$ cat src/rtl/stopwatch_counter_if.sv
// Control and display-side signals of the stopwatch timekeeping core.
// The master drives the controls; the slave (the counter) drives the digits and flags.
interface stopwatch_counter_if;
  logic       tick_1hz;
  logic       tick_adj;
  logic       adj;
  logic       sel;
  logic       pause_pulse;
  logic       clear_pulse;
  logic [3:0] digit_1;
  logic [3:0] digit_2;
  logic [3:0] digit_3;
  logic [3:0] digit_4;
  logic       reg_mode;
  logic       adj_sec_mode;
  logic       adj_min_mode;
  logic       pause_mode;
  logic       wrap;

  modport master (
    output tick_1hz, tick_adj, adj, sel, pause_pulse, clear_pulse,
    input  digit_1, digit_2, digit_3, digit_4,
    input  reg_mode, adj_sec_mode, adj_min_mode, pause_mode, wrap
  );

  modport slave (
    input  tick_1hz, tick_adj, adj, sel, pause_pulse, clear_pulse,
    output digit_1, digit_2, digit_3, digit_4,
    output reg_mode, adj_sec_mode, adj_min_mode, pause_mode, wrap
  );
endinterface

$ cat src/rtl/stopwatch_counter.sv
// MM:SS BCD timekeeping core: counts on tick_1hz, per-field adjust on tick_adj,
// pause toggle, soft clear, and registered mode/wrap flags for the display stage.
module stopwatch_counter (
  input logic              clk,
  input logic              rst_n,
  stopwatch_counter_if.slave bus
);

  logic [3:0] min_tens_q, min_tens_d;
  logic [3:0] min_ones_q, min_ones_d;
  logic [3:0] sec_tens_q, sec_tens_d;
  logic [3:0] sec_ones_q, sec_ones_d;
  logic       paused_q, paused_d;
  logic       wrap_q, wrap_d;
  logic       reg_mode_q, adj_sec_mode_q, adj_min_mode_q;

  logic       sec_at_max, min_at_max;
  logic       do_adjust, do_count;

  // Modulo-60 increment of a two-digit BCD field; out-of-range digits fold back to 0.
  function automatic logic [7:0] inc_mod60(input logic [3:0] tens, input logic [3:0] ones);
    logic [3:0] t_n, o_n;
    if (ones >= 4'd9) begin
      o_n = 4'd0;
      t_n = (tens >= 4'd5) ? 4'd0 : tens + 4'd1;
    end else begin
      o_n = ones + 4'd1;
      t_n = (tens > 4'd5) ? 4'd0 : tens;
    end
    return {t_n, o_n};
  endfunction

  assign sec_at_max = (sec_tens_q == 4'd5) && (sec_ones_q == 4'd9);
  assign min_at_max = (min_tens_q == 4'd5) && (min_ones_q == 4'd9);
  assign do_adjust  = bus.adj && bus.tick_adj;
  assign do_count   = !bus.adj && !paused_q && bus.tick_1hz;

  always_comb begin
    min_tens_d = min_tens_q;
    min_ones_d = min_ones_q;
    sec_tens_d = sec_tens_q;
    sec_ones_d = sec_ones_q;
    wrap_d     = 1'b0;
    // Pause toggles independently of clear/adjust/count; counting sees the old value.
    paused_d   = paused_q ^ bus.pause_pulse;

    if (bus.clear_pulse) begin
      min_tens_d = 4'd0;
      min_ones_d = 4'd0;
      sec_tens_d = 4'd0;
      sec_ones_d = 4'd0;
    end else if (do_adjust) begin
      if (bus.sel) begin
        {sec_tens_d, sec_ones_d} = inc_mod60(sec_tens_q, sec_ones_q);
      end else begin
        {min_tens_d, min_ones_d} = inc_mod60(min_tens_q, min_ones_q);
      end
    end else if (do_count) begin
      {sec_tens_d, sec_ones_d} = inc_mod60(sec_tens_q, sec_ones_q);
      if (sec_at_max) begin
        {min_tens_d, min_ones_d} = inc_mod60(min_tens_q, min_ones_q);
        wrap_d = min_at_max;
      end
    end
  end

  always_ff @(posedge clk or negedge rst_n) begin
    if (!rst_n) begin
      min_tens_q     <= 4'd0;
      min_ones_q     <= 4'd0;
      sec_tens_q     <= 4'd0;
      sec_ones_q     <= 4'd0;
      paused_q       <= 1'b0;
      wrap_q         <= 1'b0;
      reg_mode_q     <= 1'b1;
      adj_sec_mode_q <= 1'b0;
      adj_min_mode_q <= 1'b0;
    end else begin
      min_tens_q     <= min_tens_d;
      min_ones_q     <= min_ones_d;
      sec_tens_q     <= sec_tens_d;
      sec_ones_q     <= sec_ones_d;
      paused_q       <= paused_d;
      wrap_q         <= wrap_d;
      reg_mode_q     <= ~bus.adj;
      adj_sec_mode_q <= bus.adj & bus.sel;
      adj_min_mode_q <= bus.adj & ~bus.sel;
    end
  end

  assign bus.digit_1      = min_tens_q;
  assign bus.digit_2      = min_ones_q;
  assign bus.digit_3      = sec_tens_q;
  assign bus.digit_4      = sec_ones_q;
  assign bus.pause_mode   = paused_q;
  assign bus.wrap         = wrap_q;
  assign bus.reg_mode     = reg_mode_q;
  assign bus.adj_sec_mode = adj_sec_mode_q;
  assign bus.adj_min_mode = adj_min_mode_q;

endmodule

$ cat src/flat_wrapper.sv
// flat-port wrapper written by rule: the top's interface ports become plain ports
module stopwatch_counter_flat 
  (clk, rst_n, bus_tick_1hz, bus_tick_adj, bus_adj, bus_sel, bus_pause_pulse, bus_clear_pulse, bus_digit_1, bus_digit_2, bus_digit_3, bus_digit_4, bus_reg_mode, bus_adj_sec_mode, bus_adj_min_mode, bus_pause_mode, bus_wrap);
  stopwatch_counter_if bus_i ();
  input logic clk;
  input logic rst_n;
  input wire logic [$bits(bus_i.tick_1hz)-1:0] bus_tick_1hz;
  input wire logic [$bits(bus_i.tick_adj)-1:0] bus_tick_adj;
  input wire logic [$bits(bus_i.adj)-1:0] bus_adj;
  input wire logic [$bits(bus_i.sel)-1:0] bus_sel;
  input wire logic [$bits(bus_i.pause_pulse)-1:0] bus_pause_pulse;
  input wire logic [$bits(bus_i.clear_pulse)-1:0] bus_clear_pulse;
  output wire logic [$bits(bus_i.digit_1)-1:0] bus_digit_1;
  output wire logic [$bits(bus_i.digit_2)-1:0] bus_digit_2;
  output wire logic [$bits(bus_i.digit_3)-1:0] bus_digit_3;
  output wire logic [$bits(bus_i.digit_4)-1:0] bus_digit_4;
  output wire logic [$bits(bus_i.reg_mode)-1:0] bus_reg_mode;
  output wire logic [$bits(bus_i.adj_sec_mode)-1:0] bus_adj_sec_mode;
  output wire logic [$bits(bus_i.adj_min_mode)-1:0] bus_adj_min_mode;
  output wire logic [$bits(bus_i.pause_mode)-1:0] bus_pause_mode;
  output wire logic [$bits(bus_i.wrap)-1:0] bus_wrap;
  assign bus_i.tick_1hz = bus_tick_1hz;
  assign bus_i.tick_adj = bus_tick_adj;
  assign bus_i.adj = bus_adj;
  assign bus_i.sel = bus_sel;
  assign bus_i.pause_pulse = bus_pause_pulse;
  assign bus_i.clear_pulse = bus_clear_pulse;
  assign bus_digit_1 = bus_i.digit_1;
  assign bus_digit_2 = bus_i.digit_2;
  assign bus_digit_3 = bus_i.digit_3;
  assign bus_digit_4 = bus_i.digit_4;
  assign bus_reg_mode = bus_i.reg_mode;
  assign bus_adj_sec_mode = bus_i.adj_sec_mode;
  assign bus_adj_min_mode = bus_i.adj_min_mode;
  assign bus_pause_mode = bus_i.pause_mode;
  assign bus_wrap = bus_i.wrap;
  stopwatch_counter u_core (.clk(clk), .rst_n(rst_n), .bus(bus_i));
endmodule
$ cat config.mk
export PLATFORM = sky130hd
export DESIGN_NAME = stopwatch_counter_flat
export DESIGN_NICKNAME = d
export VERILOG_FILES = /design/src/rtl/stopwatch_counter_if.sv /design/src/rtl/stopwatch_counter.sv /design/src/flat_wrapper.sv
export SDC_FILE = /design/constraint.sdc
export NUM_CORES = 1
export LEC_CHECK = 0
export CAP_MARGIN = 5
export CORE_MARGIN = 3
export CORE_UTILIZATION = 40
export DETAILED_ROUTE_END_ITERATION = 16
export PLACE_DENSITY_LB_ADDON = 0.3
export SKIP_CTS_REPAIR_TIMING = 1
export SLEW_MARGIN = 10
export SYNTH_ARGS = -nofsm -noshare
export SYNTH_HDL_FRONTEND = slang
export SYNTH_SLANG_ARGS = --single-unit
export TNS_END_PERCENT = 1
$ cat constraint.sdc
create_clock -name clk -period 5.4 [get_ports clk]
set_input_delay 1.08 -clock clk [delete_from_list [all_inputs] [get_ports clk]]
set_output_delay 1.08 -clock clk [all_outputs]
set_load 0.05 [all_outputs]
### Word level (Yosys, flattened, before mapping)

Index checks and enable logic that the tools add are counted.

* bits in registers: 21
* bits of input ports: 8
* output and inout bits: 21
* word-level logic and storage cells: 71

* add/subtract/negate cells: 4
* order comparisons: 6
* eq/ne operators: 6
* mux-type cells: 30
* bitwise gates (word level): 5
* reductions and logical operators: 11

Operator list (number)
* 4-bit 2-to-1 mux: 26
* 4-bit by 1-bit adder with 4-bit output, second input constant: 4
* 4-bit by 3-bit equality test with 1-bit output, second input constant: 2
* 4-bit equality test, second input constant: 2
* 4-bit by 3-bit greater-or-equal comparator with 1-bit output, second input constant: 2
* 4-bit greater-or-equal comparator, second input constant: 2
* 4-bit by 3-bit > comparator with 1-bit output, second input constant: 2
* 3-bit inequality test, second input constant: 2
* 3-bit nonzero test: 2
* 1-bit logical AND: 5
* 1-bit 2-to-1 mux: 4
* 3-bit AND reduction: 1
* 1-bit bitwise AND: 2
* 1-bit zero test: 2
* 1-bit inverter: 2
* 2-bit AND reduction: 1
* 1-bit XOR: 1

### Depth between registers and ports, before layout

* depth after elaboration: 7
* gate-level depth with buffers: 7
* mapped depth without buffers: 6

### Least setup slack after synthesis

Ideal clock, no wire load.

* path type: input -> register
* start point: input bus_clear_pulse
* end point: register u_core.min_tens_q[2], in the netlist u_core.bus.digit_1[2]
* library setup time: 92 ps
* arrival time: 2137 ps
* data required time: 5308 ps
* path slack: 3171 ps
* cell stages on the path: 5
* buffers on the path: 1
* cell sequence: buf_4 > nor2_1 > o2111ai_1 > or4_1 > o221ai_1

* word-level cells in the longest chain between the ends: 2

RTL lines
* from (decl): RTL line flat_wrapper.sv:12 `input wire logic [$bits(bus_i.clear_pulse)-1:0] bus_clear_pulse;`
* 3-bit inequality test (no line) or 3-bit nonzero test (tied branches)
* 3-bit AND reduction (no line)
* to (signal assigned): RTL line stopwatch_counter.sv:79 `min_tens_q <= min_tens_d;`
* to (decl): RTL line stopwatch_counter.sv:9 `logic [3:0] min_tens_q, min_tens_d;`

Parallel ways exist; a longest one is shown, timed or not.
A chain may end at the register's enable or synchronous reset.

### Final worst setup path

* start point: register u_core.min_ones_q[3], in the netlist u_core.bus.digit_2[3]
* end point: output bus_digit_2[3]

RTL lines
* from (decl): RTL line stopwatch_counter.sv:10 `logic [3:0] min_ones_q, min_ones_d;`
* from (signal assigned): RTL line stopwatch_counter.sv:80 `min_ones_q <= min_ones_d;`
* to (decl): RTL line flat_wrapper.sv:14 `output wire logic [$bits(bus_i.digit_2)-1:0] bus_digit_2;`

No word-level cell between the ends.

==> results.yml <==
synth:
  avgSynthCellArea_um2: 10.93
  yosysTopAreaCell: "dfrtp_1"
  async_flop_share: 1.000
  yosysMostFrequentCell: "dfrtp_1"
  synth.distinct_cells: 47
  ys_seq_elements: 21
  synthTopCellsByArea: "dfrtp_1, ha_1, inv_1"
  synth_top_area_frac: 0.3724
  synthTopCellsByCount: "dfrtp_1, inv_1, ha_1"
  netlist_area_mm2: 0.001344
  synth_cells: 123
  yosysWarnings: 0
  ys_seq_area_frac: 0.3920
  synth_nets: 143
  synthFlopType: "dfrtp_1"
  synth_edf_count: 0
setup_path:
  cp.required_ns: 4.32
  crit_path_max_incr_delay_ns: 0.85
  worstPathArrival_ns: 1.65
  crit_chain: "clkdlybuf4s50_1"
  critPathBufInv: 1
  crit_slowest_cell: "clkdlybuf4s50_1"
  cp-start-kind: "register"
  crit_type: "register to output pin"
  end_kind: "output pin"
  cp_max_fo: 6
  crit_family: "buffers and inverters"
finish:
  syn2layout_area_growth_pct: 26.07
  finalNonFillerCells: 197
  fin_area_mm2: 0.001694
  nNetsFinal: 174
  diodes: 0
  drive_gt1_frac: 0.1569
grt:
  grt_max_degree: 22
  globalRouteTotalUtil: 0.1530
  overflow: 0
  first_global_vias: 1106
  grt_pass1_wl_um: 5085
  antenna_found_initial: 0
sta:
  slew_headroom: 0.3666
  finClkSkew_ns: 0.004556
  finalSetupViolations: 0
  fin_crit_ns: 2.730
  maxSlewViolCount: 0
  finalHoldViolations: 0
  rsz0062_at_grt: "no"
  period_share: 0.5055
  finalSetupTns_ns: 0
  tightest_slew_ns: 0.9471
  max_freq_ghz: 0.3664
cts:
  h-tree-depth: 1
  cts_buffers: 3
  insertion_delay_ns: 0.31
  cts_buffer_depth: 2
  cts_sinks: 21
  cts_root_buf: "clkbuf_4"
  cts_tree: "done"
  path_clk_slew_ns: 0.12
route:
  viasPerCell: 5.284
  vias: 1041
  firstDrtPassIters: 4
  wirelength_um: 2856
  drtIter0Drc: 48
  wire_per_inst_um: 14.50
  ant_nets: 0
  drc: 0
power_and_ir_drop:
  seqPwrFrac: 0.419
  p_sw_frac: 0.4061
  p_sw_mw: 0.1903
  power.share.clock: 0.165
  vdd.ir_drop.worst_mv: 0.1452
  combinationalPowerShare: 0.417
  p_per_area_mw_per_mm2: 276.6
  internal_power_mw: 0.2783
  p_leak_nw: 0.6959
place:
  io_buffers: 28
  dpl.hpwl_um: 2196
  gp_congestion: 0.8492
  postPlaceCellArea_mm2: 0.001668
  dp.cells: 193
flow_run:
  maxCapViolCount: 0
status:
  status: "finished, final reports clean"
die:
  num_rows: 20
  core_area_mm2: 0.003128
  die-area_mm2: 0.004091
  die_y_um: 63.96
  initial_utilization: 0.4296
  dieWidth_um: 63.96
  boundaryPins: 29
hold_path:
  hold_path_class: "register to register"
-- final cells by class --
type | count | area (um^2)
repair buffers | 28 | 280.3
fillers | 271 | 1434
inverters | 15 | 56.30
multi-input cells | 85 | 749.5
flip-flops and latches | 21 | 526.8
clock buffers | 4 | 26.28
well taps | 44 | 55.05
-- placed cells by master (no fill, tap or decap), types with 2 or more instances in the layout --
cell type / instances
nor2_1: 9
nand2b_1: 2
nand2_1: 7
nor2b_1: 3
dfrtp_1: 20
mux2_2: 4
nand4_1: 2
nor4_1: 2
o21ai_0: 4
or3b_4: 2
ha_1: 12
inv_1: 15
a211o_1: 2
a32o_1: 2
clkdlybuf4s50_1: 28
clkbuf_4: 3
a22o_2: 2
nand3_1: 4
-- power groups by stage --
stage	registers (mW)	clock network (mW)	logic (mW)
after global routing	0.200	0.0848	0.211
after CTS	0.197	0.0791	0.197
after global placement	0.198	0	0.190
final	0.196	0.0771	0.195
after detailed placement	0.200	0	0.196
after floorplan	0.255	0	0.0759
-- flip-flops by register name (all words and copies together), names as in the netlist --
name	flops
u_core.bus.digit_1	4
u_core.bus.digit_2	4
u_core.bus.digit_3	4
u_core.bus.digit_4	4
u_core.bus.adj_min_mode	1
u_core.bus.adj_sec_mode	1
u_core.bus.pause_mode	1
u_core.bus.reg_mode	1
u_core.bus.wrap	1
-- per-stage QoR --
| step | power, mW | util | setup WS [ns] | hold WS, ns |
|---|---|---|---|---|
| 5_1_grt | 0.4957 | 0.5416 | 2.575 | 0.5848 |
| 2_1_floorplan | 0.3308 | - | 3.171 | 0.7844 |
| 4_1_cts | 0.4730 | 0.5416 | 2.660 | 0.5568 |
| 3_5_place_dp | 0.3955 | 0.5332 | 2.373 | 0.5369 |
| 6_report | 0.4686 | 0.5416 | 2.670 | 0.5539 |
| 3_3_place_gp | 0.3881 | 0.5332 | 2.425 | 0.5343 |
-- metal layers --
layer	vias to the layer above	track usage	wire, um
met5	-	0	0
met3	6	0.03691	98
met4	0	0.03235	36
met1	503	0.1890	1271
met2	27	0.2684	1449
li1	505	-	-
-- worst paths after layout --
| path | from | end | slack [ns] | cells after the start |
|---|---|---|---|---|
| worst min-delay path | u_core.bus.pause_mode$_DFF_PN0_ | u_core.bus.pause_mode$_DFF_PN0_ | 0.55 | 1 |
| min in group asynchronous | rst_n | u_core.bus.digit_3[0]$_DFFE_PN0P_ | 1.29 | 1 |
| worst min register to register | u_core.bus.pause_mode$_DFF_PN0_ | u_core.bus.pause_mode$_DFF_PN0_ | 0.55 | 1 |
| worst max-delay path | u_core.bus.digit_2[3]$_DFFE_PN0P_ | bus_digit_2[3] | 2.67 | 1 |
| worst max register to register | u_core.bus.digit_2[0]$_DFFE_PN0P_ | u_core.bus.digit_1[3]$_DFFE_PN0P_ | 3.46 | 5 |
| max in group asynchronous | rst_n | u_core.bus.digit_1[0]$_DFFE_PN0P_ | 3.54 | 1 |
-- cells by family after synthesis --
kind of cell / count (synthesis) / share of synthesized area
compound gates: 27 / 0.2179
xor+xnor: 1 / 0.006519
fa+ha+maj: 12 / 0.1117
buf+inv: 17 / 0.05028
flops: 21 / 0.3920
mux: 5 / 0.04097
simple gates: 40 / 0.1806
Note: power is estimated with default switching activity, not from simulation.
